File: src/rtl/pipe_hazard_ctrl.sv
// Control-path sequencer for a 5-stage pipeline: carries decoder control through
// ID/EX, EX/MEM and MEM/WB, resolves load-use / branch / memory-wait hazards and forwarding.

module pipe_hazard_fwd_sel (
    input  logic [4:0] i_src,
    input  logic       i_exmem_rw,
    input  logic [4:0] i_exmem_dst,
    input  logic       i_memwb_rw,
    input  logic [4:0] i_memwb_dst,
    output logic [1:0] o_sel
);
    // Youngest producer wins; $0 is hard-wired zero and never forwarded.
    always_comb begin
        o_sel = 2'b00;
        if (i_exmem_rw && (i_exmem_dst != 5'd0) && (i_exmem_dst == i_src))
            o_sel = 2'b10;
        else if (i_memwb_rw && (i_memwb_dst != 5'd0) && (i_memwb_dst == i_src))
            o_sel = 2'b01;
    end
endmodule

module pipe_hazard_ctrl #(
    parameter int CNT_W = 16
) (
    input  logic             i_clk,
    input  logic             i_rst_n,
    input  logic [1:0]       i_id_wb,
    input  logic [2:0]       i_id_m,
    input  logic [3:0]       i_id_ex,
    input  logic [4:0]       i_id_rs,
    input  logic [4:0]       i_id_rt,
    input  logic [4:0]       i_id_rd,
    input  logic             i_mem_zero,
    input  logic             i_ext_stall,
    output logic             o_pc_write,
    output logic             o_ifid_write,
    output logic             o_ifid_flush,
    output logic             o_pcsrc,
    output logic [1:0]       o_idex_wb,
    output logic [2:0]       o_idex_m,
    output logic [3:0]       o_idex_ex,
    output logic [1:0]       o_exmem_wb,
    output logic [2:0]       o_exmem_m,
    output logic [1:0]       o_memwb_wb,
    output logic [1:0]       o_fwd_a,
    output logic [1:0]       o_fwd_b,
    output logic [CNT_W-1:0] o_stall_cnt,
    output logic [CNT_W-1:0] o_flush_cnt
);
    logic [1:0]       r_idex_wb;
    logic [2:0]       r_idex_m;
    logic [3:0]       r_idex_ex;
    logic [4:0]       r_idex_rs, r_idex_rt, r_idex_rd;
    logic [1:0]       r_exmem_wb;
    logic [2:0]       r_exmem_m;
    logic [4:0]       r_exmem_dst;
    logic [1:0]       r_memwb_wb;
    logic [4:0]       r_memwb_dst;
    logic [CNT_W-1:0] r_stall_cnt, r_flush_cnt;

    logic w_br_taken, w_lu, w_freeze, w_flush, w_stall;
    logic [1:0][4:0] w_src;
    logic [1:0][1:0] w_sel;

    assign w_br_taken = r_exmem_m[2] & i_mem_zero;
    assign w_lu = r_idex_m[1] & (r_idex_rt != 5'd0) &
                  ((r_idex_rt == i_id_rs) |
                   ((r_idex_rt == i_id_rt) & (i_id_ex[3] | i_id_m[0] | i_id_m[2])));

    // Priority: memory wait > taken branch > load-use; a flush kills the ID instruction.
    assign w_freeze = i_ext_stall;
    assign w_flush  = ~w_freeze & w_br_taken;
    assign w_stall  = ~w_freeze & ~w_br_taken & w_lu;

    always_comb begin
        o_pc_write   = 1'b1;
        o_ifid_write = 1'b1;
        o_ifid_flush = 1'b0;
        o_pcsrc      = 1'b0;
        if (!i_rst_n) begin
            o_pc_write   = 1'b0;
            o_ifid_write = 1'b0;
            o_ifid_flush = 1'b1;
        end else if (w_freeze || w_stall) begin
            o_pc_write   = 1'b0;
            o_ifid_write = 1'b0;
        end else if (w_flush) begin
            o_pcsrc      = 1'b1;
            o_ifid_flush = 1'b1;
        end
    end

    always_ff @(posedge i_clk) begin
        if (!i_rst_n) begin
            r_idex_wb   <= '0;
            r_idex_m    <= '0;
            r_idex_ex   <= '0;
            r_idex_rs   <= '0;
            r_idex_rt   <= '0;
            r_idex_rd   <= '0;
            r_exmem_wb  <= '0;
            r_exmem_m   <= '0;
            r_exmem_dst <= '0;
            r_memwb_wb  <= '0;
            r_memwb_dst <= '0;
            r_stall_cnt <= '0;
            r_flush_cnt <= '0;
        end else if (!w_freeze) begin
            r_idex_rs <= i_id_rs;
            r_idex_rt <= i_id_rt;
            r_idex_rd <= i_id_rd;
            if (w_flush || w_stall) begin
                r_idex_wb <= '0;
                r_idex_m  <= '0;
                r_idex_ex <= '0;
            end else begin
                r_idex_wb <= i_id_wb;
                r_idex_m  <= i_id_m;
                r_idex_ex <= i_id_ex;
            end

            r_exmem_dst <= r_idex_ex[3] ? r_idex_rd : r_idex_rt;
            if (w_flush) begin
                r_exmem_wb <= '0;
                r_exmem_m  <= '0;
            end else begin
                r_exmem_wb <= r_idex_wb;
                r_exmem_m  <= r_idex_m;
            end

            r_memwb_wb  <= r_exmem_wb;
            r_memwb_dst <= r_exmem_dst;

            if (w_stall && (r_stall_cnt != {CNT_W{1'b1}}))
                r_stall_cnt <= r_stall_cnt + 1'b1;
            if (w_flush && (r_flush_cnt != {CNT_W{1'b1}}))
                r_flush_cnt <= r_flush_cnt + 1'b1;
        end
    end

    // One selector per ALU operand: index 1 = rs (A), index 0 = rt (B).
    assign w_src = {r_idex_rs, r_idex_rt};

    genvar g;
    generate
        for (g = 0; g < 2; g++) begin : g_fwd
            pipe_hazard_fwd_sel u_sel (
                .i_src       (w_src[g]),
                .i_exmem_rw  (r_exmem_wb[1]),
                .i_exmem_dst (r_exmem_dst),
                .i_memwb_rw  (r_memwb_wb[1]),
                .i_memwb_dst (r_memwb_dst),
                .o_sel       (w_sel[g])
            );
        end
    endgenerate

    assign o_fwd_a     = w_sel[1];
    assign o_fwd_b     = w_sel[0];
    assign o_idex_wb   = r_idex_wb;
    assign o_idex_m    = r_idex_m;
    assign o_idex_ex   = r_idex_ex;
    assign o_exmem_wb  = r_exmem_wb;
    assign o_exmem_m   = r_exmem_m;
    assign o_memwb_wb  = r_memwb_wb;
    assign o_stall_cnt = r_stall_cnt;
    assign o_flush_cnt = r_flush_cnt;
endmodule

File: config.mk
export PLATFORM = sky130hd
export DESIGN_NAME = pipe_hazard_ctrl
export DESIGN_NICKNAME = d
export VERILOG_FILES = /design/src/rtl/pipe_hazard_ctrl.sv
export SDC_FILE = /design/constraint.sdc
export NUM_CORES = 1
export LEC_CHECK = 0
export ABC_CLOCK_PERIOD_IN_PS = 1900
export CAP_MARGIN = 5
export CORE_ASPECT_RATIO = 0.7
export CORE_MARGIN = 1
export CORE_UTILIZATION = 44
export DETAILED_ROUTE_END_ITERATION = 7
export HOLD_SLACK_MARGIN = 0.08
export PLACE_DENSITY = 0.74
export SYNTH_ARGS = -nofsm -noshare
export SYNTH_HDL_FRONTEND = slang
export SYNTH_SLANG_ARGS = --single-unit
File: constraint.sdc
create_clock -name i_clk -period 1.9 [get_ports i_clk]
set_clock_uncertainty 0.05 [all_clocks]
set_input_delay 0.19 -clock i_clk [delete_from_list [all_inputs] [get_ports i_clk]]
set_output_delay 0.19 -clock i_clk [all_outputs]
set_load 0.1 [all_outputs]
# Yosys cells after proc, flatten, opt, wreduce, memory -nomap -nowiden
# Cells that the tools add are included.
# Widths: inputs -> output; s select.
totals:
  ff_bits: 73
  in_bits: 28
  output_inout_bits: 56
  word_cells: 66
op_classes:
  n_addsub: 2
  n_eq_ne: 8
  mux: 16
  n_bitwise: 12
  n_reduce_logical: 15
ops:
  columns: ["op", "n"]
  rows:
  - ["$add 16x1->16 const B", 2]
  - ["$ne 16x16->1 const B", 2]
  - ["$eq 5x5->1", 6]
  - ["$reduce_bool 5->1", 3]
  - ["$logic_and 1x1->1", 8]
  - ["$mux 1", 8]
  - ["$mux 2", 4]
  - ["$and 1x1->1", 7]
  - ["$mux 3", 2]
  - ["$mux 5", 1]
  - ["$mux 4", 1]
  - ["$reduce_and 2->1", 2]
  - ["$or 1x1->1", 3]
  - ["$logic_or 1x1->1", 2]
  - ["$not 1->1", 2]

# Longest topological paths before layout
# Gate-level depths: netlist of the first run.
depth:
  ltp_word: 9
  ltp_mapped: 8
  mapped_depth_nobuf: 6

# Hierarchy
# Synthesis of the first run repeated with hierarchy kept, for this count alone.
hier_totals:
  cells_unflattened: 409
  area_unflattened_um2: 3756.1
modules_own_cells:
  columns: ["mod", "instances", "cells_per_inst", "area_each_um2", "seq_area_each_um2"]
  rows:
  - ["pipe_hazard_ctrl", 1, 369, 3453.3, 1461.4]
  - ["pipe_hazard_fwd_sel", 2, 20, 151.4, 0.0]

# Least setup slack after synthesis of the first run
# No wires, ideal clock.
synth_timing:
  path_kind: "register -> output"
  start: "reg r_exmem_dst[0]"
  end: "out o_fwd_b[0]"
  t_arrival_ps: 5615
  required_time_ps: 1660
  setup_slack_ps: -3955
  path_stages_with_launch: 5
  path_buffers: 0
  path_cell_list: "dfxtp_1 or4_1 o21ai_0 nor4_1 nor4_1"
synth_via:
  elab_chain_cells: 4
  word_cells_on_any_way: 5
  cone_classes: "1 x eq/ne; 1 x mux; 3 x reduce/logical"
synth_rtl:
  columns: ["element", "line_no", "rtl"]
  rows:
  - ["start, declared", "56", "logic [4:0] r_exmem_dst;"]
  - ["start signal, assigned", "122", "r_exmem_dst <= r_idex_ex[3] ? r_idex_rd : r_idex_rt;"]
  - ["$reduce_bool 5->1", "15", "if (i_exmem_rw && (i_exmem_dst != 5'd0) && (i_exmem_dst == i_src))"]
  - ["$logic_and 1x1->1", "15", null]
  - ["$logic_and 1x1->1 *", "15", null]
  - ["$mux 2 *", "15", null]
  - ["end, declared", "46", "output logic [1:0] o_fwd_b,"]
# Every way passes the cells marked *; elsewhere a longest branch is shown, timed or not.

# Worst setup path in the final report of the first run
layout_timing:
  start: "reg r_exmem_dst[2]"
  end: "out o_fwd_b[0]"
# The elaborated chain is that of the path after synthesis.

==> impl_metrics.ini, run 1 <==
[run_status]
status = finished, violations left
violations = negative setup slack

[die]
die_height_um = 78.0
std_cell_rows = 27
initial_core_util = 0.457
die_w_um = 111
io_pins = 84
die_area_um2 = 8610
core_area_um2 = 7940

[worst_setup_path]
startpoint_type = flop
required_ns = 1.66
slowest_stage = or4_4
worst-path-max-fanout = 2
arrival_ns = 2.10
crit_top_cell = nor4_4
critPathCaptureType = primary output
path_cells = or4_4 > o21ai_4 > buf_6 > nor4_4 > nor4_4 > buf_12
worstSetupPathType = flop to primary output
r2r_cells = 8
critPathMaxStageDelay_ns = 0.54

[detailed_routing]
wl_met2_mm = 5.36
ant_nets = 0
wl_per_cell_um = 17.8
firstDrtPassIters = 5
vias_per_cell = 5.67
vias = 3635
dr.max_layer_used = met4
drtIter0Drc = 176
wl_met1_mm = 5.24
drc = 0
drt-total-wl_mm = 11.4
wl_met3_um = 706

[cts]
clk_path_buf_depth = 2
htreeDepth = 3
clkTransAtPathRegs_ns = 0.06
root_buffer = clkbuf_16
clk-insertion-delay-late_ns = 0.33
cts_tree = built
cts_buffers = 9
clock_sinks = 73

[grt]
grt_pass1_wl_mm = 17.8
gr-usage-all-layers = 0.260
antenna_found_initial = 0
grt_pass1_vias = 3535
gr-total-overflow = 0
grt_max_degree = 43

[pwr]
power_w = 0.00400
peakVddDrop_v = 0.000458
cellLeakagePower_nw = 2.37
p_per_area_nw_per_um2 = 687

[placement]
place_inst = 609
dpl_cell_area_um2 = 5040
hpwl_mm = 7.22
gp_congestion = 0.829
port_buffers = 83

[logic_synthesis]
syn_avg_cell_area_um2 = 9.02
synth_area_um2 = 3630
syn_nets = 432
synth_edf_count = 0
synth.distinct_cells = 47
synth_ff_type = dfxtp_1
seq_area_frac_synth = 0.403
ys_async_sr_fraction = 0
ys_warn_count = 0
yosys_register_bits = 73
synthCells = 402

[worst_hold_path]
whs_path_depth = 4
hp-class = primary input to flop

[timing]
final.period_utilization = 1.23
hold_violations = 0
tightest_slew_ns = 0.638
min_period_ns = 2.34
fin_ws_ns = -0.438
finalMaxSlewViolations = 0
rsz0062_at_grt = yes
slew-limit-headroom = 0.574
setup_viol = 31
max_freq_ghz = 0.428

[final_layout]
area_growth_pct = 60.5
fin_cells = 641
fin_util = 0.733
antenna_cells = 0
final_nets = 565
drive_gt1_frac = 0.463
fin_area_um2 = 5820

[run]
cap_violations = 0
## worst paths after layout
| check | from | end | slack, ns |
|---|---|---|---|
| min reg2reg | o_exmem_m[0] | o_exmem_m[0] | 0.43 |
| max | r_exmem_dst[2] | o_fwd_b[0] | -0.44 |
| min | i_ext_stall | o_exmem_m[2] | 0.30 |
| max reg2reg | r_idex_rt[1] | o_stall_cnt[15] | -0.23 |
## worst max-delay path: cells and delay by family, from the launching register on
family                 cells  cell delay, ns
AND/OR/NAND/NOR            3            0.91
buffers and inverters      2            0.33
flip-flops                 1            0.32
AO/OA/AOI/OAI              1            0.19
## report_power, final
group | internal (W) | switching (W) | total (W)
combinational | 0.000290 | 0.000387 | 0.000677
clock | 0.00106 | 0.000684 | 0.00174
sequential | 0.00153 | 0.0000511 | 0.00158
total | 0.00288 | 0.00112 | 0.00400
## cells by family (layout without fill, tap and decap cells)
kind of cell | Yosys count | after routing | synth area share
AND/OR/NAND/NOR | 155 | 156 | 0.227
multiplexers | 30 | 30 | 0.0828
XOR/XNOR | 43 | 43 | 0.104
flip-flops | 73 | 73 | 0.403
AO/OA/AOI/OAI | 66 | 67 | 0.122
adder cells (fa/ha/maj) | 2 | 2 | 0.00690
buffers and inverters | 33 | 169 | 0.0549
## cells in the mapped netlist (2+ instances only)
library cell | count | share of area
dfxtp_1 | 73 | 0.40
nor2_1 | 51 | 0.053
mux2i_1 | 30 | 0.083
nand3_1 | 24 | 0.033
a21oi_1 | 23 | 0.032
xnor2_1 | 23 | 0.056
nand2_1 | 20 | 0.021
xor2_1 | 20 | 0.048
clkbuf_1 | 13 | 0.013
nand4_1 | 11 | 0.019
or4_1 | 11 | 0.023
o21ai_0 | 10 | 0.014
a22o_1 | 9 | 0.022
nor4_1 | 8 | 0.014
or3_1 | 7 | 0.012
o31ai_1 | 6 | 0.012
buf_4 | 5 | 0.010
buf_6 | 5 | 0.016
nor3_1 | 5 | 0.0069
a211oi_1 | 4 | 0.0083
and3_1 | 3 | 0.0052
and4_1 | 3 | 0.0072
buf_1 | 3 | 0.0031
nand2b_1 | 3 | 0.0052
o211ai_1 | 3 | 0.0062
buf_2 | 2 | 0.0028
ha_1 | 2 | 0.0069
inv_1 | 2 | 0.0021
nand4b_1 | 2 | 0.0048
nor4_2 | 2 | 0.0069
o211a_1 | 2 | 0.0055
o21ai_1 | 2 | 0.0028
## through the flow
step	hold slack, ns	worst slack (ns)	TNS, ns
3_3_place_gp	0.401	-0.268	-6.20
6_report	0.302	-0.438	-5.31
5_1_grt	0.344	-0.518	-6.80
3_5_place_dp	0.414	-0.318	-7.22
4_1_cts	0.286	-0.484	-7.54
2_1_floorplan	0.273	-0.868	-3.06
## flip-flops by register name (all words and copies together), names as in the netlist
signal / cells
o_exmem_m: 3
o_exmem_wb: 2
o_flush_cnt: 16
o_idex_ex: 4
o_idex_m: 3
o_idex_wb: 2
o_memwb_wb: 2
o_stall_cnt: 16
r_exmem_dst: 5
r_idex_rd: 5
r_idex_rs: 5
r_idex_rt: 5
r_memwb_dst: 5
## per-layer routing
metal	up-vias	global-route usage
met1	1785	0.350
met3	9	0.0625
li1	1721	-
met4	0	0.0773
met5	-	0
met2	120	0.414
## area by class of cell
cell class | instances | area [µm²]
Tap cell | 101 | 126
Clock buffer | 10 | 239
Fill cell | 552 | 2120
Multi-Input combinational cell | 298 | 2370
Timing Repair Buffer | 149 | 1400
Inverter | 4 | 15.0
Clock inverter | 6 | 63.8
Sequential cell | 73 | 1600
## repair_timing
item / CTS / global route
pin swaps: 48 / 24
gates cloned: 3 / 1
endpoints found under the setup margin: 31 / 32
gates resized for setup: 41 / 40
hold buffers: 0 / 0
buffers inserted: 13 / 3
## placed cells by master (no fill, tap or decap), types with 5 or more instances in the layout
cell / netlist / final
nand3_1: 24 / 19
xnor2_2: 0 / 7
dfxtp_2: 0 / 18
a21oi_2: 0 / 8
mux2i_1: 30 / 30
xor2_1: 20 / 19
buf_4: 5 / 96
clkdlybuf4s50_1: 0 / 26
or4_4: 1 / 9
clkbuf_16: 0 / 9
nor2_1: 51 / 51
o21ai_0: 10 / 7
buf_12: 1 / 9
nand3_2: 0 / 5
a22o_1: 9 / 9
nand4_1: 11 / 11
dfxtp_4: 0 / 32
xnor2_1: 23 / 16
nor4_4: 0 / 7
buf_6: 5 / 13
nand2_1: 20 / 19
a21oi_1: 23 / 15
dfxtp_1: 73 / 23
Power figures use the tool's default switching activity.
==> run 2, diff against run 1 <==
- ABC_CLOCK_PERIOD_IN_PS: 1900 -> 2700
- CORE_ASPECT_RATIO: 0.7 -> default
- PLACE_DENSITY: 0.74 -> 0.72
- clock period: 1.9 -> 2.7 ns (I/O delays scaled with it)
==> run 2 against run 1 <==
Net effect: wire length shrank 23%; combinational power shrank 48%; sequential share of layout area grew 3.6 points; count of clock-buffer cells in the layout grew 1; via count shrank 12%; the run now ends clean; core utilization shrank 13 points; largest cell class unchanged; critical path type unchanged; hold slack gained 0.064 ns; first-iteration DRC count grew 15%; highest routed layer unchanged; cell area shrank 19%; flip-flop and latch count is the same; non-clock buffer count shrank 59.
==> impl_metrics.ini, run 2 (synthesis gave the netlist of run 1 again) <==
[pwr]
cellLeakagePower_nw = 1.86
peakVddDrop_v = 0.000293
p_per_area_nw_per_um2 = 507
power_w = 0.00238

[timing]
hold_violations = 0
whs_ns = 0.366
tns_ns = 0
max_freq_ghz = 0.384
finalMaxSlewViolations = 0
rsz0062_at_grt = no
slew-limit-headroom = 0.589
setup_viol = 0
final.period_utilization = 0.966
min_period_ns = 2.61
tightest_slew_ns = 0.614

[cts]
clk-insertion-delay-late_ns = 0.36
cts_buffers = 9
postCtsSetupBuffers = 0
clock_sinks = 73
htreeDepth = 3
clk_path_buf_depth = 2
cts_tree = built
root_buffer = clkbuf_8
clkTransAtPathRegs_ns = 0.08

[final_layout]
fin_util = 0.599
area_growth_pct = 29.6
final_nets = 504
fin_area_um2 = 4700
drive_gt1_frac = 0.203
final_cell_mix = dfxtp_1 (70), buf_4 (55), nor2_1 (51)
layout_commonest_cell = dfxtp_1
antenna_cells = 0

[worst_setup_path]
path_cells = or4_4 > o2111a_4 > a211oi_4 > buf_12
arrival_ns = 2.29
slowest_stage = or4_4
rr_startpoint = r_idex_rt[4]
r2r_slack_ns = 0.50
critPathMaxStageDelay_ns = 0.54
required_ns = 2.38
worstSetupPathType = flop to primary output
regToRegEndpoint = o_idex_wb[0]
startpoint_type = flop
critPathCaptureType = primary output
r2r_cells = 6
worst-path-max-fanout = 8

[die]
core_area_um2 = 7850
std_cell_rows = 32
die_area_um2 = 8610
io_pins = 84
die_height_um = 92.8
initial_core_util = 0.462
die_w_um = 92.8

[detailed_routing]
ant_nets = 0
dr.max_layer_used = met4
wl_per_cell_um = 15.0
drc = 0
vias_per_cell = 5.53
drtIter0Drc = 202
wl_met3_um = 546
firstDrtPassIters = 4
drt-total-wl_mm = 8.74
wl_met2_mm = 3.80
vias = 3214
wl_met1_mm = 4.22

[placement]
dpl_cell_area_um2 = 4490
gp_congestion = 0.808
hpwl_mm = 6.22
port_buffers = 83

[run_status]
status = finished clean

[worst_hold_path]
hold_end = o_exmem_m[2]
hp-class = primary input to flop
hold_path.startpoint = i_ext_stall
whs_path_depth = 4

[run]
cap_violations = 0

[grt]
grt_pass1_vias = 3012
grt_max_degree = 43
gr-usage-all-layers = 0.215
gr-total-overflow = 0
antenna_found_initial = 0
grt_pass1_wl_mm = 14.6
==> run 2: cell count changes in the layout (fill, tap and decap cells not counted), sizes merged <==
cell,delta
buf,-59
clkbuf,+1
clkinv,-1
clkinvlp,+1
inv,-1
nand2,-1
o2111a,-1
==> run 2: critical path: cells and delay by family, from the launching register on <==
kind,cells,cell delay [ns]
buffers and inverters,1,0.22
and+or+nand+nor,1,0.54
AOI/OAI and AO/OA,2,0.74
DFF,1,0.43
==> run 2: report_power, final <==
group,switching [W],internal (W)
logic,0.000217,0.000133
registers,0.0000400,0.00111
clock network,0.000430,0.000459
total,0.000687,0.00170
==> run 2: final cells by class <==
cell class                      instances  area [µm²]
Timing Repair Buffer                   90         838
Fill cell                             734        3150
Multi-Input combinational cell        296        2050
Clock buffer                           11         141
Inverter                                4        15.0
Sequential cell                        73        1470
Clock inverter                          5        62.6
Tap cell                              102         128
==> run 2: layer usage <==
metal,global-route usage,vias up
met3,0.0476,14
li1,-,1592
met1,0.294,1512
met2,0.318,96
met5,0,-
met4,0.104,0
==> run 2: what timing repair did <==
item                       CTS  global route
hold buffers                 0             0
resized for setup            0             2
setup endpoints to repair    0             2
hold endpoints to repair     0             0
==> run 2: how the worst max path moves through the flow <==
stage / end / slack (ns) / start
global placement: o_ifid_write / 0.37 / i_id_ex[3]
finish: o_ifid_write / 0.09 / r_idex_rt[2]
floorplan: o_pc_write / -0.15 / r_idex_rt[0]
CTS: o_ifid_write / 0.04 / r_idex_rt[1]
detailed placement: o_idex_wb[0] / 0.33 / i_id_ex[3]
global route: o_ifid_write / 0.03 / r_idex_rt[2]
==> run 2: metrics by stage <==
| stage | std cells | worst slack, ns |
|---|---|---|
| 2_1_floorplan | 402 | -0.148 |
| 3_3_place_gp | 565 | 0.365 |
| 3_5_place_dp | 565 | 0.331 |
| 4_1_cts | 581 | 0.0436 |
| 5_1_grt | 581 | 0.0332 |
| 6_report | 581 | 0.0930 |
==> run 3, diff against run 2 <==
- ABC_CLOCK_PERIOD_IN_PS: 2700 -> 2500
- CELL_PAD_IN_SITES_DETAIL_PLACEMENT: default -> 0
- CELL_PAD_IN_SITES_GLOBAL_PLACEMENT: default -> 1
- CORE_UTILIZATION: 44 -> 37
- PLACE_DENSITY: 0.72 -> default
- PLACE_DENSITY_LB_ADDON: default -> 0.1
- clock period: 2.7 -> 2.5 ns (I/O delays scaled with it)
==> run 3 against run 2 <==
Net effect: hold slack better by 0.0078 ns; count of clock-buffer cells in the layout decreased by 1; wire length increased by 5.3%; highest routed layer unchanged.
==> impl_metrics.ini, run 3 (synthesis gave the netlist of run 1 again) <==
[run_status]
status = finished clean

[die]
die_w_um = 101
std_cell_rows = 35
die_area_um2 = 10200
die_height_um = 101
io_pins = 84
core_area_um2 = 9370
initial_core_util = 0.387

[grt]
grt_pass1_vias = 2931
grt_max_degree = 30
antenna_found_initial = 0
gr-usage-all-layers = 0.190
grt_pass1_wl_mm = 15.0
gr-total-overflow = 0

[final_layout]
area_growth_pct = 31.7
n_fill_cell = 927
final_cell_mix = buf_4 (57), dfxtp_1 (54), nor2_1 (51)
multiInputGateArea_um2 = 2070
fin_cells = 610
regArea_um2 = 1490
final_nets = 507
fin_util = 0.510
drive_gt1_frac = 0.243
antenna_cells = 0
layout_commonest_cell = buf_4

[worst_setup_path]
worstSetupPathType = flop to primary output
critPathMaxStageDelay_ns = 0.53
arrival_ns = 2.13
startpoint_type = flop
r2r_slack_ns = 0.46
required_ns = 2.20
critPathCaptureType = primary output
path_cells = or4_4 > o2111a_4 > a211oi_4 > buf_12
worst-path-max-fanout = 7
slowest_stage = or4_4

[timing]
hold_violations = 0
tightest_slew_ns = 0.544
fin_ws_ns = 0.0699
setup_viol = 0
slew-limit-headroom = 0.636
max_freq_ghz = 0.412
tns_ns = 0
rsz0062_at_grt = no
final.period_utilization = 0.972
min_period_ns = 2.43
finalMaxSlewViolations = 0

[detailed_routing]
vias_per_cell = 5.17
drt-total-wl_mm = 9.21
drtIter0Drc = 108
wl_per_cell_um = 15.1
drc = 0
ant_nets = 0
firstDrtPassIters = 4
vias = 3151

[placement]
hpwl_mm = 6.55
place_inst = 594
pre_cts_ws_ns = 0.145
gp_congestion = 0.777
port_buffers = 83

[cts]
cts_tree = built
clk-insertion-delay-late_ns = 0.35
htreeDepth = 3
clock_sinks = 73
clkTransAtPathRegs_ns = 0.08
clk_path_buf_depth = 2
cts_buffers = 9
root_buffer = clkbuf_8

[pwr]
cellLeakagePower_nw = 1.87
peakVddDrop_v = 0.000261
p_per_area_nw_per_um2 = 512

[worst_hold_path]
hp-class = primary input to flop

[run]
cap_violations = 0
==> run 3: cell types whose count changed in the layout (fill, tap and decap cells not counted), moves of 2 or more <==
cell,previous run,this run
clkinv_2,0,2
inv_6,2,0
dfxtp_2,3,18
buf_4,55,57
dfxtp_1,70,54
==> run 3: path summary, 6_finish.rpt <==
| path | startpoint | endpoint | cells past startpoint |
|---|---|---|---|
| min | i_ext_stall | o_exmem_wb[0] | 4 |
| max | r_idex_rt[1] | o_pc_write | 4 |
| min reg2reg | o_exmem_m[0] | o_exmem_m[0] | 2 |
| max reg2reg | r_idex_rt[0] | o_stall_cnt[14] | 7 |
==> run 3: metal layers <==
layer	global-route usage	vias up	share of wire
met5	0	-	0
met4	0.0669	0	0.012
met3	0.0465	11	0.058
met2	0.284	85	0.43
met1	0.265	1467	0.50
li1	-	1588	-
==> run 3: final cells by class <==
type | instances | share of cell area
multi-input combinational | 296 | 0.433
sequential | 73 | 0.312
timing repair buffer | 93 | 0.183
tap | 129 | 0.0338
clock buffer | 10 | 0.0288
clock inverter | 5 | 0.00681
inverter | 4 | 0.00314
==> run 3: worst max-delay path: cells and delay by family (launching register included) <==
family | cells | cell delay, ns
buffers and inverters | 1 | 0.22
AOI/OAI and AO/OA | 2 | 0.64
DFF | 1 | 0.39
and+or+nand+nor | 1 | 0.53
==> run 3: per-stage QoR <==
| step | power (W) | hold WS, ns | area [µm²] |
|---|---|---|---|
| after global routing | 0.00257 | 0.399 | 4780 |
| after floorplan | 0.00154 | 0.333 | 3750 |
| after CTS | 0.00248 | 0.353 | 4760 |
| final | 0.00244 | 0.374 | 4780 |
| after detailed placement | 0.00165 | 0.406 | 4580 |
| after global placement | 0.00165 | 0.408 | 4580 |
==> run 3: report_power, final <==
group,internal [W],switching (W),total (W)
clock,0.000378,0.000442,0.000819
combinational,0.000148,0.000239,0.000387
sequential,0.00119,0.0000428,0.00124
==> run 3: repair_timing <==
| item | 4_1_cts | 5_1_grt |
|---|---|---|
| endpoints found under the setup margin | 3 | 4 |
| gates resized for setup | 3 | 8 |
| pin swaps | 1 | 3 |
| hold buffers | 0 | 0 |
| buffers inserted | 1 | 0 |
